**config.mk**
```make
export PLATFORM = sky130hd
export DESIGN_NAME = logic_unit_seq
export DESIGN_NICKNAME = d
export VERILOG_FILES = /design/src/rtl/logic_unit_seq.sv
export SDC_FILE = /design/constraint.sdc
export NUM_CORES = 1
export LEC_CHECK = 0
export ABC_AREA = 0
export CORE_UTILIZATION = 58
export DETAILED_ROUTE_END_ITERATION = 8
export PLACE_DENSITY = 0.84
export SYNTH_ARGS = -nofsm -noshare
export SYNTH_HDL_FRONTEND = slang
export SYNTH_SLANG_ARGS = --single-unit
```
**constraint.sdc**
```tcl
create_clock -name clk -period 3.2 [get_ports clk]
set_input_delay 0.64 -clock clk [delete_from_list [all_inputs] [get_ports clk]]
set_output_delay 0.64 -clock clk [all_outputs]
set_load 0.05 [all_outputs]
```
**src/rtl/logic_unit_seq.sv**
```systemverilog
// Sequential N-bit logic unit: applies a 3-bit opcode W bits per clock, LSB chunk first.
// Optional result flags (zero, parity) are built only when LOGIC_UNIT_SEQ_FLAGS_EN is defined.
module logic_unit_seq #(
  parameter int N = 8,
  parameter int W = 2
) (
  input  logic         clk,
  input  logic         rst_n,
  input  logic         start,
  input  logic [N-1:0] a,
  input  logic [N-1:0] b,
  input  logic [2:0]   op,
  output logic         busy,
  output logic         done,
  output logic [N-1:0] y,
  output logic         zero,
  output logic         parity
);

  localparam int C     = N / W;
  localparam int IDX_W = (C > 1) ? $clog2(C) : 1;

  typedef enum logic [1:0] {
    IDLE = 2'd0,
    BUSY = 2'd1,
    DONE = 2'd2
  } state_t;

  state_t         state_q, state_d;
  logic [IDX_W-1:0] idx_q, idx_d;
  logic [N-1:0]   a_q, a_d;
  logic [N-1:0]   b_q, b_d;
  logic [2:0]     op_q, op_d;
  logic [N-1:0]   work_q, work_d;
  logic [N-1:0]   y_q, y_d;
  logic           busy_q, busy_d;
  logic           done_q, done_d;

  logic [N-1:0]   op_result;
  logic [N-1:0]   chunk_mask;
  logic           last_chunk;

  always_comb begin
    op_result = '0;
    case (op_q)
      3'b000: op_result = a_q & b_q;
      3'b001: op_result = a_q | b_q;
      3'b010: op_result = a_q ^ b_q;
      3'b011: op_result = ~a_q;
      3'b100: op_result = ~(a_q & b_q);
      3'b101: op_result = ~(a_q | b_q);
      3'b110: op_result = ~(a_q ^ b_q);
      3'b111: op_result = a_q;
      default: op_result = '0;
    endcase
  end

  // Selects the W-bit slice handled this cycle; the op is bitwise, so masking is exact.
  always_comb begin
    chunk_mask          = '0;
    chunk_mask[W-1:0]   = '1;
    chunk_mask          = chunk_mask << (int'(idx_q) * W);
  end

  assign last_chunk = (idx_q == IDX_W'(C - 1));

  always_comb begin
    state_d = state_q;
    idx_d   = idx_q;
    a_d     = a_q;
    b_d     = b_q;
    op_d    = op_q;
    work_d  = work_q;
    y_d     = y_q;
    busy_d  = busy_q;
    done_d  = 1'b0;
    case (state_q)
      IDLE: begin
        if (start) begin
          a_d     = a;
          b_d     = b;
          op_d    = op;
          work_d  = '0;
          idx_d   = '0;
          busy_d  = 1'b1;
          state_d = BUSY;
        end
      end
      BUSY: begin
        work_d = work_q | (op_result & chunk_mask);
        if (last_chunk) begin
          y_d     = work_d;
          done_d  = 1'b1;
          idx_d   = '0;
          state_d = DONE;
        end else begin
          idx_d = idx_q + 1'b1;
        end
      end
      DONE: begin
        busy_d  = 1'b0;
        state_d = IDLE;
      end
      default: begin
        busy_d  = 1'b0;
        state_d = IDLE;
      end
    endcase
  end

  always_ff @(posedge clk or negedge rst_n) begin
    if (!rst_n) begin
      state_q <= IDLE;
      idx_q   <= '0;
      a_q     <= '0;
      b_q     <= '0;
      op_q    <= '0;
      work_q  <= '0;
      y_q     <= '0;
      busy_q  <= 1'b0;
      done_q  <= 1'b0;
    end else begin
      state_q <= state_d;
      idx_q   <= idx_d;
      a_q     <= a_d;
      b_q     <= b_d;
      op_q    <= op_d;
      work_q  <= work_d;
      y_q     <= y_d;
      busy_q  <= busy_d;
      done_q  <= done_d;
    end
  end

  assign busy = busy_q;
  assign done = done_q;
  assign y    = y_q;

`ifdef LOGIC_UNIT_SEQ_FLAGS_EN
  logic zero_q, zero_d;
  logic parity_q, parity_d;

  // Flags track y, so they only move on the completion edge.
  always_comb begin
    zero_d   = zero_q;
    parity_d = parity_q;
    if (done_d) begin
      zero_d   = ~|y_d;
      parity_d = ^y_d;
    end
  end

  always_ff @(posedge clk or negedge rst_n) begin
    if (!rst_n) begin
      zero_q   <= 1'b0;
      parity_q <= 1'b0;
    end else begin
      zero_q   <= zero_d;
      parity_q <= parity_d;
    end
  end

  assign zero   = zero_q;
  assign parity = parity_q;
`else
  assign zero   = 1'b0;
  assign parity = 1'b0;
`endif

endmodule

```
==> results.cfg <==
[timing]
finClkSkew_ns = 0.00601
relSlewSlack = 0.411
rsz0062_at_grt = false
setup-violations-final = 0
tightest_slew_ns = 0.883
hold_viol = 0
post-route-period-util = 0.657
fmaxAchievable_ghz = 0.476
tns_ns = 0
whs_ns = 0.467
finalMaxSlewViolations = 0
period_minus_slack_ns = 2.10

[outcome]
status = finished clean

[route]
routed_wl_mm = 4.48
vias_per_cell = 5.56
ant_nets = 0
drt_pass1_iterations = 4
vias = 1767
wl_per_cell_um = 14.1
drtIter0Drc = 126
drc = 0

[placement]
dp_hpwl_mm = 3.17
place_inst = 310
place_area_um2 = 2600
place_congestion = 0.774
place.port_buffers = 31

[synth]
yosys_warnings = 0
seq_area_frac_synth = 0.442
synth_seq_cells = 41
yosys.area_share.adder = 0.108
syn_area_um2 = 2320
syn_area_per_cell_um2 = 9.51
yosys.area_share.simple = 0.126
synth_cells = 244
muxShareOfSynthArea = 0.0690
ys_types = 36
synth_top_family_by_area = compound AO/OA/AOI/OAI gates
synth-compound-area-share = 0.149
synth_xor_area_frac = 0.0151

[final_layout]
nNetsFinal = 311
layout_commonest_cell = dfrtp_1
drive_gt1_frac = 0.0519
fin_area_um2 = 2720
num_antenna_cells = 0
fin_cells = 318
final_cell_mix = dfrtp_1, nand2_1, inv_1, clkdlybuf4s50_1, o21ai_0
n_fill_cell = 301
area_growth_pct = 17.1
finalCoreUtilization = 0.726

[global_routing]
grt_max_degree = 42
first_global_vias = 1771
antenna_found_initial = 0
track_usage = 0.246
grt_pass1_wl_mm = 7.81
overflow = 0

[worst_setup_path]
crit_path_top_delay_cell = clkdlybuf4s50_1
crit_required_ns = 2.56
crit_fanout = 2
cp-start-kind = register
cp_data_arrival_time_ns = 1.46
crit_family = buffers and inverters
endpoint_kind = output port
worstSetupPathType = register to output port
max_stage_delay_ns = 0.80
path_cells = clkdlybuf4s50_1
cp_num_buf_inv = 1

[clock_tree]
insertion_delay_ns = 0.29
htree_num_levels = 2
postCtsHoldBufs = 0
cts_root_buffer = clkbuf_8
cts_buffer_depth = 2
clock-sinks = 41
post_cts_buffers = 0
cts_resized = 0
cts_buffers = 5
cts_tree = done
clk_pin_slew_ns = 0.08

[die]
coreArea_um2 = 3740
row_count = 22
dieArea_um2 = 4260
num_io_pins = 34
die_x_um = 65.3
initial_core_util = 0.620
die_h_um = 65.3

[pwr]
vdd_drop_max_v = 0.000481
leakagePower_nw = 1.27
power_density_nw_per_um2 = 1070

[run]
maxCapViolCount = 0

[worst_hold_path]
hp-class = input port to async pin
registers in the layout, summed over array words and instances, names as in the netlist:
name / count
idx_q: 2
state_q: 2
op_q: 3
done: 1
busy: 1
a_q: 8
b_q: 8
work_q: 8
y: 8
cell type report:
cell class	count	area (um2)	share of cell area
clock inverter	1	30.0	0.0110
clock buffer	7	86.3	0.0318
timing repair buffer	32	313	0.115
tap	48	60.1	0.0221
sequential	41	1030	0.378
multi-input combinational	159	1090	0.401
inverter	30	113	0.0414
kinds of logic after synthesis:
family,count (synthesis)
AO/OA/AOI/OAI,57
XOR/XNOR,4
adder cells (fa/ha/maj),20
buffers and inverters,45
flip-flops,41
multiplexers,11
other,1
AND/OR/NAND/NOR,65
path summary, 6_finish.rpt:
check / slack, ns / start / to / cells after the start
min in group clk: 0.47 / y[6] / y[6] / 2
worst min-delay path: 0.47 / rst_n / done / 1
worst max register to register: 1.13 / op_q[0] / work_q[7] / 3
worst min register to register: 0.47 / y[6] / y[6] / 2
worst max-delay path: 1.10 / y[0] / y[0] / 1
max in group asynchronous: 2.19 / rst_n / work_q[6] / 1
stage by stage:
step                      power [W]  setup slack, ns
final                       0.00290             1.10
after detailed placement    0.00246             1.23
after global routing        0.00314             1.03
after CTS                   0.00291             1.09
after floorplan             0.00211             1.64
after global placement      0.00238             1.27
per-layer routing:
| metal | vias up | routed length [um] | track usage |
|---|---|---|---|
| li1 | 860 | - | - |
| met1 | 844 | 1980 | 0.301 |
| met2 | 54 | 2180 | 0.402 |
| met3 | 9 | 234 | 0.0694 |
| met4 | 0 | 81 | 0.106 |
| met5 | - | 0 | 0 |
cells in the mapped netlist, drive strengths merged:
cell	count	area (um2)
dfrtp	41	1030
nand2	41	156
inv	30	113
o21ai	28	140
ha	20	250
buf	11	81.3
a21oi	8	40.0
mux2i	7	70.1
nor2	7	26.3
a22o	5	43.8
clkbuf	4	15.0
mux4	4	90.1
nand2b	4	25.0
a31oi	3	18.8
o22ai	3	18.8
o31ai	3	22.5
xnor2	3	26.3
a221o	2	20.0
nand3	2	10.0
nor2b	2	12.5
nor3	2	10.0
nor3b	2	15.0
o21bai	2	15.0
o22a	2	17.5
or3	2	12.5
a221oi	1	8.76
and2	1	6.26
and2b	1	7.51
conb	1	3.75
nor4bb	1	10.0
xor2	1	8.76
power by group:
group	internal [W]	leakage (nW)	switching (W)
Combinational	0.000639	0.713	0.000836
Clock	0.000254	0.0585	0.000175
Sequential	0.000751	0.500	0.000245
(Power assumes the default switching activity.)
